[src/rtl/booth_mac_pkg.sv]
// Shared definitions for the radix-4 Booth multiply-accumulate pipeline:
// digit encodings, partial-product count and default accumulator width.
package booth_mac_pkg;

  typedef enum logic [2:0] {
    BD_ZERO = 3'd0,
    BD_POS1 = 3'd1,
    BD_POS2 = 3'd2,
    BD_NEG1 = 3'd3,
    BD_NEG2 = 3'd4
  } booth_digit_e;

  function automatic int pp_count(input int data_w);
    return data_w / 2 + 1;
  endfunction

  function automatic int acc_w_default(input int data_w);
    return 2 * data_w + 8;
  endfunction

  // Code is {b[2i+1], b[2i], b[2i-1]} of the extended multiplier.
  function automatic booth_digit_e booth_decode(input logic [2:0] code);
    booth_digit_e d;
    case (code)
      3'b001, 3'b010: d = BD_POS1;
      3'b011:         d = BD_POS2;
      3'b100:         d = BD_NEG2;
      3'b101, 3'b110: d = BD_NEG1;
      default:        d = BD_ZERO;
    endcase
    return d;
  endfunction

endpackage

[src/rtl/booth_pp_gen.sv]
// One radix-4 Booth partial product: selects 0, +-A or +-2A; negatives are
// returned one's-complemented with neg=1 so the +1 joins the compression tree.
module booth_pp_gen
  import booth_mac_pkg::*;
#(
  parameter int DATA_W = 8
) (
  input  logic signed [DATA_W+1:0] a_ext,
  input  logic        [2:0]        code,
  output logic        [DATA_W+2:0] pp,
  output logic                     neg
);

  logic signed [DATA_W+2:0] a1;
  logic signed [DATA_W+2:0] a2;

  assign a1 = (DATA_W+3)'(a_ext);
  assign a2 = a1 <<< 1;

  always_comb begin
    pp  = '0;
    neg = 1'b0;
    case (booth_decode(code))
      BD_POS1: pp = a1;
      BD_POS2: pp = a2;
      BD_NEG1: begin
        pp  = ~a1;
        neg = 1'b1;
      end
      BD_NEG2: begin
        pp  = ~a2;
        neg = 1'b1;
      end
      default: pp = '0;
    endcase
  end

endmodule

[src/rtl/booth_mac_pipe.sv]
// Pipelined radix-4 Booth multiply-accumulate with sticky overflow and a
// valid/ready output register; a single enable stalls every stage together.
module booth_mac_pipe
  import booth_mac_pkg::*;
#(
  parameter int DATA_W = 8,
  parameter int ACC_W  = acc_w_default(DATA_W)
) (
  input  logic              clk,
  input  logic              rst,
  input  logic              in_valid,
  output logic              in_ready,
  input  logic [DATA_W-1:0] op_a,
  input  logic [DATA_W-1:0] op_b,
  input  logic              in_signed,
  input  logic              in_first,
  input  logic              in_last,
  output logic              out_valid,
  input  logic              out_ready,
  output logic [ACC_W-1:0]  out_acc,
  output logic              out_ovf
);

  localparam int N      = pp_count(DATA_W);
  localparam int PP_W   = DATA_W + 3;
  localparam int PROD_W = 2 * DATA_W + 2;
  localparam int R      = N + 1;
  localparam int EXT_W  = (ACC_W > PROD_W) ? ACC_W : PROD_W;

  function automatic logic add_ovf_signed(input logic [ACC_W-1:0] x, input logic [ACC_W-1:0] y,
                                          input logic [ACC_W-1:0] s);
    return (x[ACC_W-1] == y[ACC_W-1]) && (s[ACC_W-1] != x[ACC_W-1]);
  endfunction

  logic en;
  assign en       = !(out_valid && !out_ready);
  assign in_ready = en && !rst;

  logic signed [DATA_W+1:0] a_ext;
  logic signed [DATA_W+1:0] b_ext;
  logic        [DATA_W+2:0] b_pad;
  logic        [PP_W-1:0]   pp_d [N];
  logic        [N-1:0]      neg_d;

  assign a_ext = {{2{in_signed & op_a[DATA_W-1]}}, op_a};
  assign b_ext = {{2{in_signed & op_b[DATA_W-1]}}, op_b};
  assign b_pad = {b_ext, 1'b0};

  for (genvar i = 0; i < N; i++) begin : g_pp
    booth_pp_gen #(.DATA_W(DATA_W)) u_pp (
      .a_ext (a_ext),
      .code  (b_pad[2*i +: 3]),
      .pp    (pp_d[i]),
      .neg   (neg_d[i])
    );
  end

  // ---- S1: Booth partial products and negate bits ----
  logic [PP_W-1:0] pp_p0 [N];
  logic [N-1:0]    neg_p0;
  logic            vld_p0, first_p0, last_p0, sgn_p0;

  logic [PROD_W-1:0] row [R];

  always_comb begin
    for (int i = 0; i < N; i++) row[i] = PROD_W'(signed'(pp_p0[i])) << (2 * i);
    row[N] = '0;
    for (int i = 0; i < N; i++) row[N][2*i] = neg_p0[i];
  end

  // Linear carry-save chain: half adders merge rows 0/1, then one full-adder
  // row per remaining partial product; carries beyond PROD_W wrap away.
  for (genvar k = 1; k < R; k++) begin : g_lvl
    logic [PROD_W-1:0] x, y, s, c;
    if (k == 1) begin : g_src0
      assign x = row[0];
      assign y = row[1];
    end else begin : g_srck
      assign x = g_lvl[k-1].s;
      assign y = g_lvl[k-1].c;
    end
    assign c[0] = 1'b0;
    for (genvar j = 0; j < PROD_W; j++) begin : g_bit
      if (k == 1) begin : g_ha
        assign s[j] = x[j] ^ y[j];
        if (j < PROD_W - 1) begin : g_cy
          assign c[j+1] = x[j] & y[j];
        end
      end else begin : g_fa
        assign s[j] = x[j] ^ y[j] ^ row[k][j];
        if (j < PROD_W - 1) begin : g_cy
          assign c[j+1] = (x[j] & y[j]) | (row[k][j] & (x[j] ^ y[j]));
        end
      end
    end
  end

  logic [PROD_W-1:0] csa_s, csa_c;
  assign csa_s = g_lvl[R-1].s;
  assign csa_c = g_lvl[R-1].c;

  // ---- S2: two carry-save vectors ----
  logic [PROD_W-1:0] sum_p1, carry_p1;
  logic              vld_p1, first_p1, last_p1, sgn_p1;

  logic [PROD_W-1:0] prod;
  logic [EXT_W-1:0]  prod_wide;
  logic [ACC_W-1:0]  prod_ext, base, acc_nxt;
  logic              acc_cout, ovf_beat, ovf_nxt;

  assign prod      = sum_p1 + carry_p1;
  assign prod_wide = EXT_W'(signed'(prod));
  assign prod_ext  = prod_wide[ACC_W-1:0];

  // ---- S3: accumulator and sticky overflow ----
  logic [ACC_W-1:0] acc_p2;
  logic             ovf_p2, vld_p2, last_p2;

  assign base                = first_p1 ? '0 : acc_p2;
  assign {acc_cout, acc_nxt} = {1'b0, base} + {1'b0, prod_ext};
  assign ovf_beat            = sgn_p1 ? add_ovf_signed(base, prod_ext, acc_nxt) : acc_cout;
  assign ovf_nxt             = first_p1 ? ovf_beat : (ovf_p2 | ovf_beat);

  always_ff @(posedge clk) begin
    if (en) begin
      pp_p0    <= pp_d;
      neg_p0   <= neg_d;
      first_p0 <= in_first;
      last_p0  <= in_last;
      sgn_p0   <= in_signed;
      sum_p1   <= csa_s;
      carry_p1 <= csa_c;
      first_p1 <= first_p0;
      last_p1  <= last_p0;
      sgn_p1   <= sgn_p0;
      last_p2  <= last_p1;
    end
  end

  always_ff @(posedge clk or posedge rst) begin
    if (rst) begin
      vld_p0    <= 1'b0;
      vld_p1    <= 1'b0;
      vld_p2    <= 1'b0;
      acc_p2    <= '0;
      ovf_p2    <= 1'b0;
      out_valid <= 1'b0;
      out_acc   <= '0;
      out_ovf   <= 1'b0;
    end else if (en) begin
      vld_p0 <= in_valid;
      vld_p1 <= vld_p0;
      vld_p2 <= vld_p1;
      if (vld_p1) begin
        acc_p2 <= acc_nxt;
        ovf_p2 <= ovf_nxt;
      end
      // ---- output register ----
      out_valid <= vld_p2 && last_p2;
      if (vld_p2 && last_p2) begin
        out_acc <= acc_p2;
        out_ovf <= ovf_p2;
      end
    end
  end

endmodule

[config.mk]
export PLATFORM = sky130hd
export DESIGN_NAME = booth_mac_pipe
export DESIGN_NICKNAME = d
export VERILOG_FILES = /design/src/rtl/booth_mac_pkg.sv /design/src/rtl/booth_pp_gen.sv /design/src/rtl/booth_mac_pipe.sv
export SDC_FILE = /design/constraint.sdc
export NUM_CORES = 1
export LEC_CHECK = 0
export ABC_AREA = 0
export ABC_CLOCK_PERIOD_IN_PS = 4700
export BUFFER_PORTS_ARGS = -buffer_cell sky130_fd_sc_hd__buf_4
export CAP_MARGIN = 40
export CORE_ASPECT_RATIO = 0.5
export CORE_UTILIZATION = 60
export DETAILED_ROUTE_END_ITERATION = 10
export PLACE_DENSITY = 0.77
export SYNTH_ARGS = -nofsm -noshare
export SYNTH_HDL_FRONTEND = slang
export SYNTH_HIERARCHICAL = 1
export SYNTH_SLANG_ARGS = --single-unit
[constraint.sdc]
create_clock -name clk -period 4.7 [get_ports clk]
set_input_delay 0 -clock clk [delete_from_list [all_inputs] [get_ports clk]]
set_output_delay 0 -clock clk [all_outputs]
set_load 0.01 [all_outputs]
==> results of run 1 <==
## layout make-up
class | instances | share of cell area (%)
inverter | 72 | 2.367
clock inverter | 13 | 0.9251
multi-input combinational | 619 | 48.86
sequential | 152 | 36.92
tap | 227 | 2.442
timing repair buffer | 66 | 4.583
clock buffer | 19 | 3.905
## what timing repair did
item | 4_1_cts | 5_1_grt
setup buffers | 0 | 1
hold buffers | 7 | 0
endpoints found under the hold margin | 60 | 0
endpoints found under the setup margin | 0 | 4
resized for setup | 0 | 2
## stage by stage
step,instances,hold WS [ps],power [µW],setup WS [ps]
after global placement,1126,184.3,7593,338.6
after CTS,1167,59.27,9284,175.4
after floorplan,890,47.53,6528,648.7
after detailed placement,1128,179.5,7894,182.6
final,1168,75.53,9275,260.9
after global routing,1168,63.28,10070,18.30
## power by group
part           internal, µW  switching [µW]  leakage (µW)
clock                   722             586      0.000274
sequential             2180             287       0.00172
combinational          2390            3110       0.00277
total                  5290            3980       0.00476
## worst max path at each step
| stage | to | depth (start not counted) | start | slack [ps] |
|---|---|---|---|---|
| final | acc_p2[19]$_DFFE_PP0P_ | 20 | sum_p1[3]$_DFFE_PN_ | 260 |
| after CTS | acc_p2[20]$_DFFE_PP0P_ | 20 | sum_p1[3]$_DFFE_PN_ | 180 |
| after floorplan | acc_p2[20]$_DFFE_PP0P_ | 20 | sum_p1[3]$_DFFE_PN_ | 650 |
| after global placement | acc_p2[20]$_DFFE_PP0P_ | 20 | sum_p1[3]$_DFFE_PN_ | 340 |
| after detailed placement | acc_p2[20]$_DFFE_PP0P_ | 20 | sum_p1[3]$_DFFE_PN_ | 180 |
| after global routing | acc_p2[20]$_DFFE_PP0P_ | 19 | sum_p1[3]$_DFFE_PN_ | 20 |
## flip-flops by register name, summed over array words and instances (netlist names), 5 cells and up
name      cells
g_lvl.y      11
pp_p0        32
g_lvl.x       9
out_acc      24
carry_p1     14
acc_p2       24
sum_p1       18
neg_p0        5
## layer usage
layer	global-route usage, %	vias to the layer above	part of all wire [%]
met5	0	-	0
met4	5.847	0	0.99
met3	5.521	21	4.7
met2	39.61	188	46
met1	33.91	3424	49
li1	-	3375	-
==> results.md, run 1 <==
- The flow ran to the end, and the final reports show no timing, DRC or antenna violations.
- The most numerous cell type found on the critical path is sky130_fd_sc_hd__a21oi_1.
- The total track usage is approximately 25%.
- The clock root buffer is sky130_fd_sc_hd__clkbuf_16.
- The initial antenna violation count is 0.
- The layout overhead on the synthesized area is 10.61%.
- The critical hold path startpoint is op_a[0].
- The average size of a mapped cell is 11.81 µm².
- The placed instances occupy a cell area of 0.01098 mm².
- Buffers inserted during clock tree synthesis total 17.
- The number of violations reported at the end of detailed-routing iteration 0 is around 440.
- The register-to-register setup slack is 260 ps.
- Fill cells in the final layout number 1199.
- The signal on the critical path passes through ha_1 -> a31oi_2 -> o21bai_1 -> a31oi_1 -> nor2b_1 -> o21a_1 -> o21ai_0 -> a21oi_1 -> a21oi_1 -> xnor2_1 -> ha_1 -> nand3_1 -> nor2_1 -> nand2_1 -> a21oi_1 -> o21ai_0 -> o31a_1 -> xnor2_1 -> mux2i_1 -> o21ba_1.
- Across the VDD grid, the largest voltage drop is 0.3957 mV.
- The number of warnings issued by yosys is 6.
- Once layout is complete, the utilization of the core stands at 69.38%.
- The post-synthesis instance area is roughly 0.011 mm².
- The count of buffers added on input and output ports is around 50.
- Among all stages on the critical path, the largest delay is contributed by sky130_fd_sc_hd__edfxtp_1.
- The reg-to-reg endpoint is acc_p2[19]$_DFFE_PP0P_.
- The startpoint of the worst register-to-register path is sum_p1[3]$_DFFE_PN_.
- TritonCTS built the clock tree.
- The most frequent standard cell in the layout excluding fill and tap cells is sky130_fd_sc_hd__edfxtp_1.
- Dividing the detail-routed wire length by the instance count gives 18.07 µm.
- The critical path in this run is classified as reg -> reg.
- The gate family responsible for the most delay along the worst path is compound AO/OA/AOI/OAI gates.
- The number of cells traversed by the worst hold path is 2.
- The number of global-route vias before repair was roughly 7000.
- Dividing the detail-routed via count by the number of cells gives approximately 6.0.
- The fmax is 0.2253 GHz.
- Setup repair after global routing left no endpoint under its margin.
- The post-route standard cell area excluding fillers is 0.01163 mm².
- The arrival time at the worst endpoint is roughly 4800 ps.
- Synthesis handed over a netlist of 890 instances.
- The I/O pin total is 50.
- In this run the remaining antenna-violating nets after routing total 0.
- The maximum number of pins on one net before global-route repair is 55.
- The largest fanout on the critical path is 5.
- The post-route netlist has between 20% and 30% of its cells at a drive strength greater than 1.
- Clock-pin slew was measured on the worst setup and hold paths at around 70 ps.
- The number of H-tree branching levels is 4.
- After global routing the overflow that remains totals 0.
- Routability-driven placement finished with a final weighted congestion of 0.9026.
- STA classifies the critical path endpoint as a register.
- The worst setup skew after layout is roughly 9.5 ps.
- The total of endpoints with negative setup slack in the final report is 0.
- The standard cell core area is about 0.017 mm².
- The maximum single-stage delay on the critical path is 390 ps.
- In the layout the commonest cells are 98 x sky130_fd_sc_hd__edfxtp_1, 72 x sky130_fd_sc_hd__xnor2_1, 69 x sky130_fd_sc_hd__inv_1, 67 x sky130_fd_sc_hd__ha_1, 57 x sky130_fd_sc_hd__buf_4.
- The number of antenna diodes in the final layout is 0.
- The ratio of total power to cell area is 797.4 mW/mm².
- For this design the static power due to leakage is 0.004763 µW.
- The sort of element at the start of the critical path is a register.
- The final sum of negative setup slack is 0 ps.
- The count of final hold-check violations is 0.
- The row count is 33.
- The sink count of the clock tree is roughly 150.
- The count of unresolved DRC violations after routing is 0.
- The global-route wire length before repair is 34160 µm.
- The worst pin sits at a relative slew slack of 51.01%.
- For the worst-skew pair, the clock arrives at the later sink with an insertion delay of 430 ps.
- The transition time at the pin with the least slew margin is 733.1 ps.
- Summed over all nets, the half-perimeter wirelength after detailed placement is ~15000 µm.
- Together, buffers and inverters on the worst path number 0.
- The detailed-routing iteration count for the pre-antenna-repair pass is 5.
- The clock period minus final worst setup slack is around 4400 ps.
- Once the floorplan was initialized, standard cells occupied 62.73% of the core.
- The total wire length after detailed routing is 21110 µm.
- The critical path required time is 5060 ps.
- In the final layout, the multi-input gates occupy roughly 0.0057 mm².
- Of the available clock period, the critical path in the final layout requires 94.45%.
- The max-capacitance violation count is 0.
- The worst min-delay path class is in -> reg.
- The floorplan step set the die width to 189.2 µm.
- The floorplan die area is 0.01809 mm².
- When the netlist entered floorplanning its net count stood at a little over 1000.
- The clock passes through at most 2 buffers.
- The area taken by flip-flops and latches is 0.004294 mm².
- Measured in cells, the most critical reg-to-reg path has a length of 20.
- For this block, the via count after detailed routing is 7008.
- The count of nets after finishing is ~1100.
- The path with the worst hold slack has its endpoint at pp_p0[23]$_DFFE_PN_.
- The final max-slew violation count is 0.
- The die is around 96 µm tall.
Power figures use the tool's default switching activity.
==> run 2, diff against run 1 <==
--- a/config.mk
+++ b/config.mk
@@ -10,9 +10,9 @@
 export BUFFER_PORTS_ARGS = -buffer_cell sky130_fd_sc_hd__buf_4
 export CAP_MARGIN = 40
 export CORE_ASPECT_RATIO = 0.5
-export CORE_UTILIZATION = 60
+export CORE_UTILIZATION = 45
 export DETAILED_ROUTE_END_ITERATION = 10
-export PLACE_DENSITY = 0.77
+export PLACE_DENSITY = 0.6
 export SYNTH_ARGS = -nofsm -noshare
 export SYNTH_HDL_FRONTEND = slang
 export SYNTH_HIERARCHICAL = 1
==> run 2 against run 1 <==
Effect of this change: critical endpoint unchanged; largest power group unchanged; combinational power decreased by 2%; final cell count up 6.6%; sequential share of layout area fell by 0.42 points; fmax up 2.9%; via count fell by 3.6%; cell area increased by 1.2%; register-to-register slack better by 130 ps.
==> results.md, run 2 (synthesized netlist as in run 1, its figures left out) <==
- Run status: completed (unchanged).
- The via total after detailed routing was 6753 (was 7008).
- The sort of element at the start of the critical path is a register (unchanged).
- The standard cell core area came to 0.02289 mm² (was 0.01676 mm²).
- The static leakage is 0.004774 µW (was 0.004763 µW).
- The buffer levels on the longest clock path is 2 (unchanged).
- The initial standard-cell utilization of the core is 45.95% (was 62.73%).
- The kind of critical path was reg -> reg (unchanged).
- The transition time at the pin with the least slew margin is 711.0 ps (was 733.1 ps).
- The post-route worst hold slack is 64.63 ps (was 75.53 ps).
- The detailed placer's ending HPWL is 14920 µm (was 14980 µm).
- Registers with the highest flip-flop counts: pp_p0 x32, acc_p2 x24, out_acc x24 (unchanged).
- The ratio of cells with drive above 1 in the final layout was 20.90% (was 21.04%).
- The count of buffers from port buffering is 49 (unchanged).
- The row count is 39 (was 33).
- The total wire length after detailed routing came to 21280 µm (was 21110 µm).
- The maximum number of pins on one net before global-route repair is 58 (was 55).
- The clock root buffer is sky130_fd_sc_hd__clkbuf_16 (unchanged).
- The initial antenna violation count was 0 (unchanged).
- The overall power of the completed layout is 9334 µW (was 9275 µW).
- The floorplan die area is 0.02402 mm² (was 0.01809 mm²).
- The final worst-path cycle share is 91.76% (was 94.45%).
- The number of buffers created by CTS is 17 (unchanged).
- The total instance count after detailed placement is 1206 (was 1128).
- The I/O pin total is 50 (unchanged).
- The count of unresolved DRC violations after routing is 0 (unchanged).
- The register-to-register setup slack is 390 ps (was 260 ps).
- The count of buffers added by post-CTS timing repair for setup is 0 (unchanged).
- The critical path required time is 5020 ps (was 5060 ps).
- The die width is 218.2 µm (was 189.2 µm).
- The flip-flop count of the largest register, all copies and words added was 32 (unchanged).
- The count of nets left with antenna violations after detail routing is 0 (unchanged).
- The reg-to-reg endpoint is acc_p2[19]$_DFFE_PP0P_ (unchanged).
- The CTS tree is built (unchanged).
- The largest fanout on the critical path is 6 (was 5).
- The total of endpoints with negative setup slack in the final report is 0 (unchanged).
- The ratio of total power to cell area is 793.3 mW/mm² (was 797.4 mW/mm²).
- The number of inserted diodes is 0 (unchanged).
- The sink count of the clock tree is 152 (unchanged).
- The fmax is 0.2319 GHz (was 0.2253 GHz).
- The most frequent standard cell in the layout excluding fill and tap cells was sky130_fd_sc_hd__edfxtp_1 (unchanged).
- The relative max-transition margin is 52.60% (was 51.01%).
- The floorplan die height is 110.1 µm (was 95.61 µm).
- The number of violations reported at the end of detailed-routing iteration 0 was 368 (was 436).
- The count of final hold-check violations is 0 (unchanged).
- The end point of the most critical hold path is pp_p0[25]$_DFFE_PN_ (was pp_p0[23]$_DFFE_PN_).
- The global route total overflow is 0 (unchanged).
- The arrival time at the worst endpoint was 4640 ps (was 4800 ps).
- The max-capacitance violation count is 0 (unchanged).
- The worst min-delay path class is in -> reg (unchanged).
- The number of H-tree branching levels is 4 (unchanged).
- The final sum of negative setup slack is 0 ps (unchanged).
- The critical hold path startpoint is op_a[2] (was op_a[0]).
- The clock-pin slew on the worst setup and hold paths is 60 ps (was 70 ps).
- The worst setup skew after layout was 7.142 ps (was 9.461 ps).
- The layout overhead on the synthesized area is 11.90% (was 10.61%).
- The non-filler instance count after layout is 1245 (was 1168).
- The via density per instance was 5.424 (was 6.000).
- The detailed-routing iteration count for the pre-antenna-repair pass is 5 (unchanged).
- The post-route standard cell area excluding fillers is 0.01177 mm² (was 0.01163 mm²).
- The post-detailed-route wirelength per cell is 17.10 µm (was 18.07 µm).
- The number of global-route vias before repair was 6459 (was 6801).
- The register with the highest flop count is pp_p0 (unchanged).
- The clock latency on the worst-skew pair is 430 ps (about the same).
- The critical path capture point type was a register (unchanged).
- The number of fill cells in the layout is 1986 (was 1199).
- The count of nets after finishing is 1047 (was 1050).
- The worst reg-to-reg path cell count is 17 (was 20).
- The global-route wire length before repair came to 34270 µm (was 34160 µm).
- Unrepaired setup endpoints after global routing: false (unchanged).
- The clock period minus final worst setup slack is 4313 ps (was 4439 ps).
- The total cell area at the placement stage is 0.01105 mm² (was 0.01098 mm²).
- The number of cells traversed by the worst hold path came to 2 (unchanged).
- The final max-slew violation count came to 0 (unchanged).
- The startpoint of the worst register-to-register path is sum_p1[1]$_DFFE_PN_ (was sum_p1[3]$_DFFE_PN_).
- Leading cell types in the layout, fill and taps excluded: 98 x sky130_fd_sc_hd__edfxtp_1, 72 x sky130_fd_sc_hd__xnor2_1, 69 x sky130_fd_sc_hd__inv_1, 67 x sky130_fd_sc_hd__ha_1, 56 x sky130_fd_sc_hd__buf_4 (was 98 x sky130_fd_sc_hd__edfxtp_1, 72 x sky130_fd_sc_hd__xnor2_1, 69 x sky130_fd_sc_hd__inv_1, 67 x sky130_fd_sc_hd__ha_1, 57 x sky130_fd_sc_hd__buf_4).
- The total track usage is 18.46% (was 24.53%).
- The weighted congestion reported at the end of routability-driven placement came to 0.8762 (was 0.9026).
- The highest ir drop seen on vdd is 0.3688 mV (was 0.3957 mV).
[run 2: cell count changes in the layout (fill, tap and decap cells not counted), moves of 2 or more]
| cell | change |
|---|---|
| sky130_fd_sc_hd__inv_6 | -5 |
| sky130_fd_sc_hd__bufinv_16 | +4 |
| sky130_fd_sc_hd__a21oi_1 | -2 |
| sky130_fd_sc_hd__a21oi_2 | +2 |
[run 2: power breakdown]
group / switching [µW] / total, µW / internal, µW
Clock: 581 / 1480 / 898
Combinational: 3040 / 5390 / 2340
Sequential: 287 / 2470 / 2180
[run 2: final cells by class]
cell class              count  area (µm²)  area share, %
clock inverters            13       193.9          1.648
repair buffers             63       490.5          4.168
flip-flops and latches    152        4294          36.50
inverters                  72       275.3          2.339
clock buffers              19       432.9          3.679
multi-input cells         619        5695          48.40
well taps                 307       384.1          3.265
[run 2: critical path, cell delays in order (launching register included)]
cell                        delay [ps]
sky130_fd_sc_hd__edfxtp_1          370
sky130_fd_sc_hd__ha_1              230
sky130_fd_sc_hd__ha_1              220
sky130_fd_sc_hd__a21o_1            180
sky130_fd_sc_hd__a31o_1            270
sky130_fd_sc_hd__a31o_2            260
sky130_fd_sc_hd__a21oi_1           180
sky130_fd_sc_hd__xnor2_1            90
sky130_fd_sc_hd__ha_1              370
sky130_fd_sc_hd__and3_1            230
sky130_fd_sc_hd__o2bb2ai_1         160
sky130_fd_sc_hd__o31ai_1           520
sky130_fd_sc_hd__nand3b_1          180
sky130_fd_sc_hd__a41oi_1           210
sky130_fd_sc_hd__o31a_1            250
sky130_fd_sc_hd__xnor2_1           180
sky130_fd_sc_hd__mux2i_1           110
sky130_fd_sc_hd__o21ba_1           200
[run 2: worst max-delay path by stage]
stage	from	to	slack (ps)	cells after the start
final	sum_p1[1]$_DFFE_PN_	acc_p2[19]$_DFFE_PP0P_	390	17
after global routing	sum_p1[3]$_DFFE_PN_	acc_p2[19]$_DFFE_PP0P_	5	20
after CTS	sum_p1[3]$_DFFE_PN_	acc_p2[19]$_DFFE_PP0P_	110	20
after detailed placement	sum_p1[3]$_DFFE_PN_	acc_p2[20]$_DFFE_PP0P_	140	20
after global placement	sum_p1[3]$_DFFE_PN_	acc_p2[20]$_DFFE_PP0P_	290	20
after floorplan	sum_p1[3]$_DFFE_PN_	acc_p2[20]$_DFFE_PP0P_	650	20
[run 2: per-stage QoR]
| step | setup WS (ps) | utilization, % |
|---|---|---|
| 4_1_cts | 111.8 | 51.31 |
| 3_3_place_gp | 287.7 | 48.27 |
| 2_1_floorplan | 648.7 | - |
| 5_1_grt | 5.055 | 51.41 |
| 3_5_place_dp | 142.0 | 48.27 |
| 6_report | 387.1 | 51.41 |
[run 2: timing repair]
item	CTS	global route
hold endpoints to repair	60	0
setup endpoints to repair	0	8
gates resized for setup	0	6
hold buffers	7	0
[run 2: layer usage]
layer / wire length [µm] / GRT usage, %
met1: 11300 / 26.85
met2: 9118 / 28.28
met5: 0 / 0
met3: 643 / 3.155
met4: 225 / 5.295
==> run 3, diff against run 2 <==
--- a/config.mk
+++ b/config.mk
@@ -12,6 +12,7 @@
 export CORE_ASPECT_RATIO = 0.5
 export CORE_UTILIZATION = 45
 export DETAILED_ROUTE_END_ITERATION = 10
+export HOLD_SLACK_MARGIN = 0.12
 export PLACE_DENSITY = 0.6
 export SYNTH_ARGS = -nofsm -noshare
 export SYNTH_HDL_FRONTEND = slang
==> run 3 against run 2 <==
Effect of this change: clock skew about the same; core utilization is 0.52 points higher; total power about the same; critical endpoint unchanged; largest power group unchanged; highest routed layer unchanged.
==> results.md, run 3 (synthesized netlist as in run 1, its figures left out) <==
- The count of unresolved DRC violations after routing is 0 (unchanged).
- The critical path required time is 5020 ps (about the same).
- The number of inserted diodes was 0 (unchanged).
- The global route total overflow came to 0 (unchanged).
- The detailed placer's ending HPWL was 14920 µm (unchanged).
- Leading cell types in the layout, fill and taps excluded: 98 x sky130_fd_sc_hd__edfxtp_1, 72 x sky130_fd_sc_hd__xnor2_1, 69 x sky130_fd_sc_hd__inv_1, 67 x sky130_fd_sc_hd__ha_1, 56 x sky130_fd_sc_hd__buf_4 (unchanged).
- The gate family responsible for the most delay along the worst path is compound AO/OA/AOI/OAI gates (unchanged).
- The ratio of cells with drive above 1 in the final layout is 20.63% (was 20.90%).
- The highest ir drop seen on vdd was 0.3687 mV (was 0.3688 mV).
- The CTS tree is built (unchanged).
- The number of global-route vias before repair came to 6496 (was 6459).
- The row count is 39 (unchanged).
- The relative max-transition margin is 52.63% (was 52.60%).
- The standard cell core area was 0.02289 mm² (unchanged).
- The clock-pin slew on the worst setup and hold paths is 60 ps (about the same).
- The number of H-tree branching levels is 4 (unchanged).
- The most frequent standard cell in the layout excluding fill and tap cells was sky130_fd_sc_hd__edfxtp_1 (unchanged).
- The initial standard-cell utilization of the core came to 45.95% (unchanged).
- The total cell area at the placement stage is 0.01105 mm² (unchanged).
- The maximum number of pins on one net before global-route repair is 58 (unchanged).
- Run status: completed (unchanged).
- The worst setup skew after layout is 7.470 ps (was 7.142 ps).
- The final worst-path setup slack is 390.6 ps (was 387.1 ps).
- The number of violations reported at the end of detailed-routing iteration 0 came to 380 (was 368).
- The largest fanout on the critical path is 6 (unchanged).
- The sink count of the clock tree is 152 (unchanged).
- The transition time at the pin with the least slew margin is 710.5 ps (was 711.0 ps).
- The clock period minus final worst setup slack is 4309 ps (was 4313 ps).
- The max-capacitance violation count is 0 (unchanged).
- The via total after detailed routing is 6775 (was 6753).
- The count of final hold-check violations is 0 (unchanged).
- The maximum single-stage delay on the critical path was 520 ps (about the same).
- The weighted congestion reported at the end of routability-driven placement is 0.8762 (unchanged).
- List of cells traversed by the critical path: ha_1 -> ha_1 -> a21o_1 -> a31o_1 -> a31o_2 -> a21oi_1 -> xnor2_1 -> ha_1 -> and3_1 -> o2bb2ai_1 -> o31ai_1 -> nand3b_1 -> a41oi_1 -> o31a_1 -> xnor2_1 -> mux2i_1 -> o21ba_1 (unchanged).
- The minimum setup slack after placement came to 142.0 ps (unchanged).
- The total wire length after detailed routing is 21380 µm (was 21280 µm).
- The highest metal layer with signal wires is met4 (unchanged).
- The detailed-route wire length on metal 1 came to 11390 µm (was 11300 µm).
- The worst min-delay path class is in -> reg (unchanged).
- The final max-slew violation count is 0 (unchanged).
- The via density per instance is 5.390 (was 5.424).
- The post-route worst hold slack is 152.3 ps (was 64.63 ps).
- The count of nets after finishing is 1059 (was 1047).
- The count of buffers added by post-CTS timing repair for setup is 0 (unchanged).
- The static leakage is 0.004824 µW (was 0.004774 µW).
- The most frequent cell on the critical path is sky130_fd_sc_hd__ha_1 (unchanged).
- The initial antenna violation count is 0 (unchanged).
- The post-route standard cell area excluding fillers was 0.01189 mm² (was 0.01177 mm²).
- The number of buffers created by CTS is 17 (unchanged).
- The layout overhead on the synthesized area came to 13.04% (was 11.90%).
- The floorplan die area is 0.02402 mm² (unchanged).
- The detailed-routing iteration count for the pre-antenna-repair pass came to 5 (unchanged).
- The count of nets left with antenna violations after detail routing is 0 (unchanged).
- The die width came to 218.2 µm (unchanged).
- The kind of critical path is reg -> reg (unchanged).
- The clock root buffer is sky130_fd_sc_hd__clkbuf_16 (unchanged).
- Registers with the highest flip-flop counts: pp_p0 x32, acc_p2 x24, out_acc x24 (unchanged).
- The register with the highest flop count was pp_p0 (unchanged).
- The post-detailed-route wirelength per cell is 17.01 µm (was 17.10 µm).
- The buffer levels on the longest clock path is 2 (unchanged).
- The fmax is 0.2321 GHz (was 0.2319 GHz).
- The final sum of negative setup slack is 0 ps (unchanged).
- The clock latency on the worst-skew pair is 430 ps (about the same).
- The utilization of the core after routing was 51.94% (was 51.41%).
- The arrival time at the worst endpoint is 4630 ps (was 4640 ps).
- The slowest cell on the critical path is sky130_fd_sc_hd__o31ai_1 (unchanged).
- The count of buffer and inverter cells on the critical path came to 0 (unchanged).
- Unrepaired setup endpoints after global routing: false (unchanged).
- The met3 layer wire length in the routed design is 596 µm (was 643 µm).
- The final worst-path cycle share is 91.69% (was 91.76%).
- The critical path capture point type is a register (unchanged).
- The sort of element at the start of the critical path is a register (unchanged).
- The total of endpoints with negative setup slack in the final report is 0 (unchanged).
- The amount of wire on met2 after detailed routing is 9180 µm (was 9118 µm).
- The flip-flop count of the largest register, all copies and words added is 32 (unchanged).
- The I/O pin total was 50 (unchanged).
- The total track usage is 18.51% (was 18.46%).
- The global-route wire length before repair was 34380 µm (was 34270 µm).
- The ratio of total power to cell area is 785.5 mW/mm² (was 793.3 mW/mm²).
- The floorplan die height is 110.1 µm (unchanged).
- The count of buffers from port buffering was 49 (unchanged).
## run 3: cell count changes in the layout (fill, tap and decap cells not counted), sizes merged
cell and delta:
dlygate4sd3 +12
## run 3: area by class of cell
type,instances,area (µm²)
Multi-Input combinational cell,619,5695
Fill cell,1982,11000
Timing Repair Buffer,75,610.6
Clock buffer,19,432.9
Sequential cell,152,4294
Tap cell,307,384.1
Inverter,72,275.3
Clock inverter,13,193.9
## run 3: worst paths after layout
path                                          start                       end  slack (ps)  depth (start not counted)
worst max-delay path            sum_p1[1]$_DFFE_PN_    acc_p2[19]$_DFFE_PP0P_         390                         17
worst min-delay path                        op_b[0]  g_lvl[1].x[10]$_DFFE_PN_         150                          3
worst max register to register  sum_p1[1]$_DFFE_PN_    acc_p2[19]$_DFFE_PP0P_         390                         17
worst min register to register    last_p1$_DFFE_PN_         last_p2$_DFFE_PN_         420                          0
max in group asynchronous                       rst    acc_p2[20]$_DFFE_PP0P_        3890                          4
min in group asynchronous                       rst        vld_p0$_DFFE_PP0N_         340                          4
## run 3: tightest hold or removal path, stage by stage
cell and delay (ps):
sky130_fd_sc_hd__buf_4 210, sky130_fd_sc_hd__o21ai_0 100, sky130_fd_sc_hd__mux2i_1 140
## run 3: stage by stage
step / power (µW) / std cells
after floorplan: 6528 / 890
after global placement: 7727 / 1206
after detailed placement: 7815 / 1206
after CTS: 9371 / 1257
after global routing: 10210 / 1257
final: 9337 / 1257
## run 3: what timing repair did
action                                  4_1_cts  5_1_grt
hold buffers                                 19        0
endpoints found under the hold margin       105        0
endpoints found under the setup margin        0        8
resized for setup                             0        6
## run 3: power by group
part	leakage [µW]	switching [µW]	internal [µW]	total, µW
Sequential	0.00172	287	2180	2470
Combinational	0.00280	3040	2350	5390
Clock	0.000303	580	898	1480
## run 3: routing by layer
metal | global-route usage [%] | vias up
met4 | 5.395 | 0
met3 | 3.018 | 18
met1 | 26.92 | 3278
met5 | 0 | -
met2 | 28.44 | 97
li1 | - | 3382
